### config.mk
export PLATFORM = sky130hd
export DESIGN_NAME = reorder_schedule_unit
export DESIGN_NICKNAME = d
export VERILOG_FILES = /design/src/rtl/reorder_schedule_unit.sv
export SDC_FILE = /design/constraint.sdc
export NUM_CORES = 2
export LEC_CHECK = 0
export CORE_MARGIN = 2
export CORE_UTILIZATION = 54
export CTS_CLUSTER_DIAMETER = 40
export DETAILED_ROUTE_END_ITERATION = 12
export HOLD_SLACK_MARGIN = 0.15
export PLACE_DENSITY = 0.88
export SYNTH_ARGS = -nofsm -noshare
export SYNTH_HDL_FRONTEND = slang
export SYNTH_SLANG_ARGS = --single-unit
### constraint.sdc
create_clock -name clk_in -period 5.6 [get_ports clk_in]
set_input_delay 1.12 -clock clk_in [delete_from_list [all_inputs] [get_ports clk_in]]
set_output_delay 1.12 -clock clk_in [all_outputs]
set_load 0.02 [all_outputs]
### src/rtl/reorder_schedule_unit.sv
// -----------------------------------------------------------------------------
// reorder_schedule_unit
//
// In-order-commit scheduling buffer for the out-of-order core. Each issued
// instruction gets a tag (the tail slot). The buffer records register renaming
// for rs1/rs2 lookup and takes results from N_CH completion channels, where
// channel 0 has the highest priority. Entries commit strictly in program order.
// At commit the predicted next PC is compared with the actual one. A mismatch
// causes a one-cycle flush that clears every in-flight entry.
//
// Configuration macro:
//   RSU_CPL_BYPASS_EN  When defined, rsN_fwd_valid/rsN_fwd_val also forward
//                      a completion arriving in the current cycle. When it is
//                      undefined, lookup shows registered entry state only.
//
// Ports:
//   clk_in, rst_in                 clock, synchronous active-high reset
//   rdy_in                         low = hold all state
//   issue_valid/issue_ready        issue handshake (ready = count < DEPTH)
//   issue_PC, issue_predicted_resulting_PC, issue_rd/rs1/rs2   issue payload
//   issue_id                       tag allocated to this issue
//   rsN_busy/tag/fwd_valid/fwd_val rename lookup for rs1 and rs2
//   cpl_valid/cpl_id/cpl_val/cpl_resulting_PC   packed completion channels
//   is_writing_rd, rd_reg_id, rd_val, commit_id  registered commit outputs
//   flush_pipline, reset_PC_to     registered mispredict redirect
//   count                          occupied entries
// -----------------------------------------------------------------------------
module reorder_schedule_unit #(
  parameter int DEPTH = 8,
  parameter int ID_W  = 3,
  parameter int N_CH  = 2
) (
  input  logic                 clk_in,
  input  logic                 rst_in,
  input  logic                 rdy_in,
  input  logic                 issue_valid,
  output logic                 issue_ready,
  input  logic [31:0]          issue_PC,
  input  logic [31:0]          issue_predicted_resulting_PC,
  input  logic [4:0]           issue_rd,
  input  logic [4:0]           issue_rs1,
  input  logic [4:0]           issue_rs2,
  output logic [ID_W-1:0]      issue_id,
  output logic                 rs1_busy,
  output logic [ID_W-1:0]      rs1_tag,
  output logic                 rs1_fwd_valid,
  output logic [31:0]          rs1_fwd_val,
  output logic                 rs2_busy,
  output logic [ID_W-1:0]      rs2_tag,
  output logic                 rs2_fwd_valid,
  output logic [31:0]          rs2_fwd_val,
  input  logic [N_CH-1:0]      cpl_valid,
  input  logic [N_CH*ID_W-1:0] cpl_id,
  input  logic [N_CH*32-1:0]   cpl_val,
  input  logic [N_CH*32-1:0]   cpl_resulting_PC,
  output logic                 is_writing_rd,
  output logic [4:0]           rd_reg_id,
  output logic [31:0]          rd_val,
  output logic [ID_W-1:0]      commit_id,
  output logic                 flush_pipline,
  output logic [31:0]          reset_PC_to,
  output logic [ID_W:0]        count
);

  localparam logic [ID_W:0] CNT_FULL = (ID_W+1)'(DEPTH);

  // Pointers and occupancy
  logic [ID_W-1:0]  head_q, head_d;
  logic [ID_W-1:0]  tail_q, tail_d;
  logic [ID_W:0]    count_q, count_d;

  // Entry control bits (these are reset)
  logic [DEPTH-1:0] ent_valid_q, ent_valid_d;
  logic [DEPTH-1:0] ent_done_q, ent_done_d;

  // Entry payload (not reset; qualified by the control bits)
  logic [4:0]       ent_rd_q   [DEPTH];
  logic [4:0]       ent_rd_d   [DEPTH];
  logic [31:0]      ent_pred_q [DEPTH];
  logic [31:0]      ent_pred_d [DEPTH];
  logic [31:0]      ent_val_q  [DEPTH];
  logic [31:0]      ent_val_d  [DEPTH];
  logic [31:0]      ent_res_q  [DEPTH];
  logic [31:0]      ent_res_d  [DEPTH];

  // Rename table: one entry per architectural register
  logic [31:0]      ren_valid_q, ren_valid_d;
  logic [ID_W-1:0]  ren_tag_q [32];
  logic [ID_W-1:0]  ren_tag_d [32];

  // Registered commit / flush outputs
  logic             is_writing_rd_q, is_writing_rd_d;
  logic [4:0]       rd_reg_id_q, rd_reg_id_d;
  logic [31:0]      rd_val_q, rd_val_d;
  logic [ID_W-1:0]  commit_id_q, commit_id_d;
  logic             flush_pipline_q, flush_pipline_d;
  logic [31:0]      reset_pc_to_q, reset_pc_to_d;

  // Unpacked completion channels
  logic [ID_W-1:0]  cpl_id_ch  [N_CH];
  logic [31:0]      cpl_val_ch [N_CH];
  logic [31:0]      cpl_res_ch [N_CH];
  logic [N_CH-1:0]  cpl_hit;

  logic             issue_fire;
  logic             commit_fire;
  logic             mispredict;
  logic [4:0]       head_rd;

  // The buffer never needs the issuing PC itself, only the predicted and
  // the resolved next PC.
  logic             unused_issue_pc;
  assign unused_issue_pc = ^issue_PC;

  assign issue_ready = (count_q < CNT_FULL);
  assign issue_fire  = rdy_in & issue_valid & issue_ready;
  assign head_rd     = ent_rd_q[head_q];
  // The head commits only once its done bit is registered, so commit comes
  // at least one cycle after completion.
  assign commit_fire = rdy_in & ent_valid_q[head_q] & ent_done_q[head_q];
  assign mispredict  = commit_fire & (ent_res_q[head_q] != ent_pred_q[head_q]);

  // A channel hits only when it addresses an occupied, not-yet-complete slot.
  always_comb begin
    for (int i = 0; i < N_CH; i++) begin
      cpl_id_ch[i]  = cpl_id[i*ID_W +: ID_W];
      cpl_val_ch[i] = cpl_val[i*32 +: 32];
      cpl_res_ch[i] = cpl_resulting_PC[i*32 +: 32];
      cpl_hit[i]    = rdy_in & cpl_valid[i] & ent_valid_q[cpl_id_ch[i]]
                      & ~ent_done_q[cpl_id_ch[i]];
    end
  end

  // Next-state logic
  always_comb begin
    // NOTE: every _d starts as a copy of its _q, so a path that does not
    // assign a signal holds its state instead of inferring a latch.
    head_d      = head_q;
    tail_d      = tail_q;
    count_d     = count_q;
    ent_valid_d = ent_valid_q;
    ent_done_d  = ent_done_q;
    ent_rd_d    = ent_rd_q;
    ent_pred_d  = ent_pred_q;
    ent_val_d   = ent_val_q;
    ent_res_d   = ent_res_q;
    ren_valid_d = ren_valid_q;
    ren_tag_d   = ren_tag_q;

    // Completion. Channels are walked from high to low index, so channel 0
    // writes last and wins a tag collision.
    for (int i = N_CH-1; i >= 0; i--) begin
      if (cpl_hit[i]) begin
        ent_done_d[cpl_id_ch[i]] = 1'b1;
        ent_val_d[cpl_id_ch[i]]  = cpl_val_ch[i];
        ent_res_d[cpl_id_ch[i]]  = cpl_res_ch[i];
      end
    end

    // Commit. The rename entry is released only if it still points at the
    // committing tag; a younger writer of the same rd keeps ownership.
    if (commit_fire) begin
      ent_valid_d[head_q] = 1'b0;
      ent_done_d[head_q]  = 1'b0;
      head_d              = head_q + ID_W'(1);
      if (ren_valid_q[head_rd] && (ren_tag_q[head_rd] == head_q)) begin
        ren_valid_d[head_rd] = 1'b0;
      end
    end

    // Issue. This comes after the commit release so that a same-cycle
    // issue to the same rd claims the rename entry.
    if (issue_fire) begin
      ent_valid_d[tail_q] = 1'b1;
      ent_done_d[tail_q]  = 1'b0;
      ent_rd_d[tail_q]    = issue_rd;
      ent_pred_d[tail_q]  = issue_predicted_resulting_PC;
      tail_d              = tail_q + ID_W'(1);
      if (issue_rd != 5'd0) begin
        ren_valid_d[issue_rd] = 1'b1;
        ren_tag_d[issue_rd]   = tail_q;
      end
    end

    case ({issue_fire, commit_fire})
      2'b10:   count_d = count_q + (ID_W+1)'(1);
      2'b01:   count_d = count_q - (ID_W+1)'(1);
      default: count_d = count_q;
    endcase

    // A mispredict discards everything younger than the committing entry,
    // including any issue or completion in this same cycle.
    if (mispredict) begin
      head_d      = '0;
      tail_d      = '0;
      count_d     = '0;
      ent_valid_d = '0;
      ent_done_d  = '0;
      ren_valid_d = '0;
    end
  end

  // Commit and flush output registers. The payload holds between commits.
  always_comb begin
    is_writing_rd_d = commit_fire && (head_rd != 5'd0);
    flush_pipline_d = mispredict;
    rd_reg_id_d     = commit_fire ? head_rd          : rd_reg_id_q;
    rd_val_d        = commit_fire ? ent_val_q[head_q] : rd_val_q;
    commit_id_d     = commit_fire ? head_q           : commit_id_q;
    reset_pc_to_d   = mispredict  ? ent_res_q[head_q] : reset_pc_to_q;
  end

  // Control state and registered outputs
  always_ff @(posedge clk_in) begin
    if (rst_in) begin
      head_q          <= '0;
      tail_q          <= '0;
      count_q         <= '0;
      ent_valid_q     <= '0;
      ent_done_q      <= '0;
      ren_valid_q     <= '0;
      is_writing_rd_q <= 1'b0;
      rd_reg_id_q     <= '0;
      rd_val_q        <= '0;
      commit_id_q     <= '0;
      flush_pipline_q <= 1'b0;
      reset_pc_to_q   <= '0;
    end else begin
      head_q          <= head_d;
      tail_q          <= tail_d;
      count_q         <= count_d;
      ent_valid_q     <= ent_valid_d;
      ent_done_q      <= ent_done_d;
      ren_valid_q     <= ren_valid_d;
      is_writing_rd_q <= is_writing_rd_d;
      rd_reg_id_q     <= rd_reg_id_d;
      rd_val_q        <= rd_val_d;
      commit_id_q     <= commit_id_d;
      flush_pipline_q <= flush_pipline_d;
      reset_pc_to_q   <= reset_pc_to_d;
    end
  end

  // NOTE: the payload arrays are left out of reset on purpose. The valid and
  // done bits qualify every read, so clearing the data would only add reset
  // fan-out. It would also keep these arrays from mapping to plain storage.
  always_ff @(posedge clk_in) begin
    ent_rd_q   <= ent_rd_d;
    ent_pred_q <= ent_pred_d;
    ent_val_q  <= ent_val_d;
    ent_res_q  <= ent_res_d;
    ren_tag_q  <= ren_tag_d;
  end

  // Operand lookup: combinational, on registered state
  logic [4:0]      rs_id        [2];
  logic            rs_busy      [2];
  logic [ID_W-1:0] rs_tag       [2];
  logic            rs_fwd_valid [2];
  logic [31:0]     rs_fwd_val   [2];

  always_comb begin
    rs_id[0] = issue_rs1;
    rs_id[1] = issue_rs2;
    for (int r = 0; r < 2; r++) begin
      rs_busy[r]      = ren_valid_q[rs_id[r]] && (rs_id[r] != 5'd0);
      rs_tag[r]       = ren_tag_q[rs_id[r]];
      rs_fwd_valid[r] = rs_busy[r] && ent_done_q[rs_tag[r]];
      rs_fwd_val[r]   = ent_val_q[rs_tag[r]];
`ifdef RSU_CPL_BYPASS_EN
      // Forward a completion landing this cycle. A hit implies the slot is
      // not yet done, and channel 0 is applied last so it wins.
      for (int i = N_CH-1; i >= 0; i--) begin
        if (rs_busy[r] && cpl_hit[i] && (cpl_id_ch[i] == rs_tag[r])) begin
          rs_fwd_valid[r] = 1'b1;
          rs_fwd_val[r]   = cpl_val_ch[i];
        end
      end
`endif
    end
  end

  assign rs1_busy      = rs_busy[0];
  assign rs1_tag       = rs_tag[0];
  assign rs1_fwd_valid = rs_fwd_valid[0];
  assign rs1_fwd_val   = rs_fwd_val[0];
  assign rs2_busy      = rs_busy[1];
  assign rs2_tag       = rs_tag[1];
  assign rs2_fwd_valid = rs_fwd_valid[1];
  assign rs2_fwd_val   = rs_fwd_val[1];

  assign issue_id      = tail_q;
  assign count         = count_q;
  assign is_writing_rd = is_writing_rd_q;
  assign rd_reg_id     = rd_reg_id_q;
  assign rd_val        = rd_val_q;
  assign commit_id     = commit_id_q;
  assign flush_pipline = flush_pipline_q;
  assign reset_PC_to   = reset_pc_to_q;

endmodule

* Word level (Yosys, flattened, before mapping)
Index checks and enable logic that the tools add are counted.
** Word-level totals
- Latch bits :: 0
- Register bits :: 1036
- ROM bits :: 0
- Input port bits :: 219
- Logic and storage cells :: 265
- Memories kept :: 0
- Bits in writable memories :: 0
** Cells by class
- Multiplexer cells :: 93
- Add/sub/neg operators :: 4
- $lt $le $gt $ge :: 31
- Shift-type cells :: 0
- Reduce and logical (&&, ||, !) cells :: 23
- $mul :: 0
- Bitwise gates (word level) :: 34
- Equal/unequal tests :: 4
- Div/mod/pow operators :: 0
** Operators by type and width (number)
- bitwise mux 256 bit :: 5
- two-way mux 256 bit :: 4
- two-way mux 32 bit :: 17
- binary-select mux 32 bit (select 3 bit) :: 5
- demux 32 bit (select 3 bit) :: 3
- bitwise mux 96 bit :: 1
- two-way mux 8 bit :: 6
- binary-select mux 3 bit (select 5 bit) :: 3
- bitwise mux 40 bit :: 1
- bitwise AND 32 bit :: 1
- inequality test 32 bit :: 1
- inverter 32 bit :: 1
- OR 32 bit :: 1
- bitwise AND 8 bit :: 3
- binary-select mux 1 bit (select 3 bit) :: 8
- greater-or-equal comparator 4 bit (second input constant) :: 6
- greater-or-equal comparator 6 bit (second input constant) :: 4
- < comparator 3 x 4 -> 1 bit (second input constant) :: 6
- < comparator 5 x 6 -> 1 bit (second input constant) :: 4
- inverter 3 -> 4 bit :: 6
- inverter 5 -> 6 bit :: 4
- OR 8 bit :: 3
- two-way mux 3 bit :: 7
- nonzero test 5 bit :: 4
- 27 further kinds :: 85

* Logic depth before layout (Yosys ltp)
- Depth in word-level cells :: 15
- Gate-level depth with buffers :: 19
- Depth with buffers taken out :: 13

* Least setup slack after synthesis
OpenSTA, ideal clock, no wires.
- Path kind :: in2reg
- Start :: input issue_valid
- End :: register ent_pred_q[224] (netlist name), enable pin
- Stages on the path :: 4
- Required time :: 5.067 ns
- Data arrival time :: 5.452 ns
- Path slack :: -0.385 ns
- Setup time :: 0.533 ns
- Path through :: and3_1 clkbuf_1 clkinv_1 nor4_1
** Between the ends
- Word-level cells in the longest chain between the ends :: 2
** RTL lines
- start: declaration :: RTL line 36 : input logic issue_valid,
- bitwise AND 1 bit (2 in a row) :: RTL line 116 : assign issue_fire = rdy_in & issue_valid & issue_ready;
- end signal: assignment :: RTL line 249 : ent_pred_q <= ent_pred_d;
- end: declaration :: RTL line 79 : logic [31:0] ent_pred_q [DEPTH];
Every way passes these cells.
A chain may end at the register's enable or synchronous reset.

* Worst setup path in the final report
- Start :: input issue_rs2[1]
- End :: output rs2_fwd_val[12]
** Between the ends
- Word-level cells in the longest chain between the ends :: 8
** RTL lines
- start: declaration :: RTL line 42 : input logic [4:0] issue_rs2,
- inverter 5 -> 6 bit (implied by the code) :: RTL line 267 : rs_tag[r] = ren_tag_q[rs_id[r]];
- binary-select mux 3 bit (select 5 bit) :: RTL line 267
- two-way mux 3 bit (implied by the code) (2 in a row) :: RTL line 267
- inverter 3 -> 4 bit (implied by the code) :: RTL line 269 : rs_fwd_val[r] = ent_val_q[rs_tag[r]];
- binary-select mux 32 bit (select 3 bit) :: RTL line 269
- two-way mux 32 bit (implied by the code) (2 in a row) :: RTL line 269
- end: declaration :: RTL line 51 : output logic [31:0] rs2_fwd_val,
Every way passes these cells. The select of a mux whose other input is x is not followed.

==> results.rst <==
.. list-table::
   :header-rows: 1

   * - Metric
     - Value
   * - Setup crit end kind
     - primary output
   * - Antenna violations before repair
     - 39
   * - GR Util All Layers
     - 35.57%
   * - Final core occ
     - 64.37%
   * - Buffer type at the clock tree root
     - clkbuf_16
   * - Final count of negative-setup-slack endpoints
     - 0
   * - Count of unresolved DRC violations after routing
     - 0
   * - Tightest Pin Transition
     - 1234 ps
   * - Proportion of register bits with asynchronous set or reset after synthesis
     - 0%
   * - Final worst path period share
     - 99.48%
   * - Die height
     - 318.5 um
   * - Ratio of cells with drive above 1 in the final layout
     - 14.56%
   * - Combined area of the multi-input logic cells
     - 0.02669 sq mm
   * - Clock latency at the later pin of the worst-skew pair
     - 770 ps
   * - PnR worst setup slack
     - 29.10 ps
   * - Worst reg2reg path startpoint
     - head_q[2]
   * - Via density per instance
     - 6.687
   * - Number of max-cap violations
     - 0
   * - Violation count after the first detailed-route iteration
     - 7126
   * - I/O Buffers
     - 342
   * - Static leakage power
     - 23.66 nW
   * - Setup tns final
     - 0 ps
   * - Total power per unit cell area
     - 324.1 mW/mm^2
   * - Fin area
     - 0.06317 sq mm
   * - Mean post-synth cell area
     - 10.20 sq um
   * - Number of placement rows
     - 115
   * - Filler cell count in the final layout
     - 6831
   * - Total CTS buffers
     - 137
   * - H-tree Lvls
     - 4
   * - Final critical-path required period
     - 5571 ps
   * - Die footprint
     - 0.1014 sq mm
   * - Maximum number of pins on one net before global-route repair
     - 83
   * - Headroom to the max-slew limit
     - 17.65%
   * - Remaining global-route overflow
     - 0
   * - Classification of the worst-slack hold path
     - flop to flop
   * - CP Data Required Time
     - 4480 ps
   * - Total power draw
     - 20.47 mW
   * - F_max
     - 179.5 MHz
   * - Clock Power Share
     - 43.2%
   * - Internal power summed over all cells
     - 14.79 mW
   * - Dominant register cell in the synthesized netlist
     - dfxtp_1
   * - Number of different library cells in the post-synthesis netlist
     - 77
   * - Sequential-to-total area share from yosys stat
     - 46.19%
   * - Storage cell area
     - 0.02467 sq mm
   * - Type of the setup path with the least slack
     - input port to primary output
   * - Setup crit start kind
     - input port
   * - Number of hold buffers added after CTS
     - 0
   * - Chip width
     - 318.5 um
   * - Hold_sp
     - commit_id[0]
   * - Final setup skew
     - 50.96 ps
   * - Routed via count
     - 45355
   * - Count of pins over their slew limit
     - 0
   * - DP Cell Count
     - 6505
   * - Status
     - completed
   * - Final Non-Filler Cells
     - 6783
   * - Post-Syn Instances
     - 5234
   * - Number of I/O pins
     - 375
   * - Summed instance area of the synthesized netlist
     - 0.05340 sq mm
   * - Maximum number of buffers from clock root to sink
     - 3
   * - Flop and latch count out of synthesis
     - 1036
   * - TritonCTS clock tree
     - yes
   * - Part of the power in combinational logic
     - 14.0%
   * - Last weighted congestion value of the routability-driven placer
     - 1.008
   * - Final Net Count
     - 5587
   * - Area Growth Syn to Fin
     - 18.30%
   * - Setup slack after placement
     - -46.42 ps
   * - Fraction of power consumed by sequential logic
     - 42.8%
   * - Final hold viol count
     - 0
   * - Data arrival time of the critical path
     - 4450 ps
   * - Net load switching power
     - 5.683 mW
   * - Count of flip-flops with a built-in enable after synthesis
     - 392
   * - Highest net fanout along the worst path
     - 23
   * - Global-route wire length before repair
     - 274.8 mm
   * - Via count of the first global-routing pass
     - 44542
   * - First-pass DRT Iterations
     - 7
   * - Peak ir drop on the vdd network
     - 295.5 uV
   * - Yosys warning total
     - 0
   * - Total wire length
     - 185.9 mm
   * - Sinks on Clock Net
     - 1036
   * - Starting utilization of the core area
     - 54.42%
   * - Core outline area
     - 0.09813 sq mm
   * - Placement-stage cell area
     - 0.05831 sq mm
   * - Residual antenna-violating net count after detailed routing
     - 0
   * - Worst Setup SP
     - issue_rs2[1]
   * - DPL Wire Length
     - 112.0 mm
   * - Avg WL per Cell
     - 27.41 um
   * - Switching power as a share of total power
     - 27.76%
   * - Clock input transition at the sequential cells of the worst setup and hold paths
     - 50 ps
   * - Hold_ws
     - 452.9 ps
[critical path, stage by stage]
cell	delay, ps
clkdlybuf4s50_1	520
buf_12	220
mux4_2	360
mux4_2	530
mux2i_4	200
buf_12	220
buf_6	200
mux2i_1	230
nand2_1	80
nand3_1	100
nand2_1	60
clkdlybuf4s50_1	560
[cell type report]
cell class,instances,area share (%)
Antenna cell,21,0.08319
Clock buffer,164,5.714
Clock inverter,88,1.587
Inverter,22,0.1347
Multi-Input combinational cell,3643,42.26
Sequential cell,1036,39.06
Tap cell,1287,2.549
Timing Repair Buffer,522,8.614
[registers in the layout (all words and copies together) (netlist names)]
name	cells
flush_pipline	1
ent_val_q	256
rd_val	32
ent_pred_q	256
reset_PC_to	32
ent_res_q	256
ent_valid_q	8
count	4
ren_valid_q	32
is_writing_rd	1
rd_reg_id	5
ent_rd_q	40
ent_done_q	8
ren_tag_q	96
head_q	3
commit_id	3
issue_id	3
[logic make-up (layout without fill, tap and decap cells)]
group                    count (synthesis)  count (layout)  synth area share, %
AO/OA/AOI/OAI                          874             874                9.740
adder cells (fa/ha/maj)                  6               6               0.1546
XOR/XNOR                                37              37               0.6069
flip-flops                            1036            1036                46.19
multiplexers                          1229            1229                27.33
AND/OR/NAND/NOR                       1494            1494                11.62
buffers and inverters                  557             796                4.351
other                                    1              24             0.007023
[layout by cell type (no fill, tap or decap), types with 19 or more instances in the layout]
master / synthesis / final
buf_4: 8 / 136
nand3_1: 176 / 175
dfxtp_1: 644 / 641
mux2i_1: 931 / 925
a21oi_1: 153 / 153
nor2_1: 259 / 248
clkdlybuf4s50_1: 0 / 294
clkbuf_16: 0 / 139
edfxtp_1: 392 / 392
a22oi_1: 78 / 78
clkbuf_1: 319 / 19
diode_2: 0 / 21
o221ai_1: 39 / 39
buf_12: 0 / 43
nand2_1: 951 / 949
mux2_2: 125 / 125
dlymetal6s2s_1: 0 / 37
mux4_2: 170 / 170
o21ai_0: 483 / 482
xnor2_1: 20 / 20
[per-layer routing]
metal  up-vias  global-route usage [%]  wire, um
li1      19170                       -         -
met1     21325                   42.39     62790
met2      3858                   55.39     84230
met3       966                   11.47     26150
met4        36                   23.19     12530
met5         -                       0       211
[cell usage after synthesis, drive strengths merged (6+ instances only)]
library cell	count	area, sq um
o22ai	12	88.84
nand3b	7	52.55
o311a	16	160.2
clkbuf	383	1518
or2	17	106.4
dfxtp	644	12890
o221ai	41	371.6
xnor2	20	175.2
nand3	176	880.8
mux2	128	1445
o21ai	483	2417
a311oi	16	140.1
nand2b	9	56.30
inv	18	67.56
nor4	7	56.30
a211oi	17	127.6
nor3	15	75.07
mux2i	931	9319
xor2	17	148.9
a221oi	6	52.55
nor2	263	1011
nor4b	6	90.09
a22oi	80	610.6
a21oi	153	765.7
o2bb2ai	12	111.4
edfxtp	392	11770
a2111oi	6	65.06
nand2	953	3582
or3	7	43.79
buf	152	723.2
mux4	170	3829
o221a	8	90.09
[repair_timing]
action / 4_1_cts / 5_1_grt
endpoints found under the setup margin: 10 / 55
cloned: 0 / 2
buffers inserted: 0 / 3
resized for setup: 7 / 42
[final timing paths]
kind | to | slack [ps] | cells after the start
max | rs2_fwd_val[12] | 30 | 12
min | commit_id[0] | 450 | 2
max reg2reg | ent_done_q[7] | 210 | 11
min reg2reg | commit_id[0] | 450 | 2
[power by group through the flow]
stage / Combinational [mW] / Sequential [mW] / Clock, mW
final: 2.86 / 8.77 / 8.84
after global routing: 3.03 / 8.82 / 9.18
after CTS: 2.77 / 8.75 / 8.85
after detailed placement: 2.72 / 8.90 / 0
after global placement: 2.63 / 8.85 / 0
after floorplan: 1.79 / 8.78 / 0
Note: power is estimated with default switching activity, not from simulation.
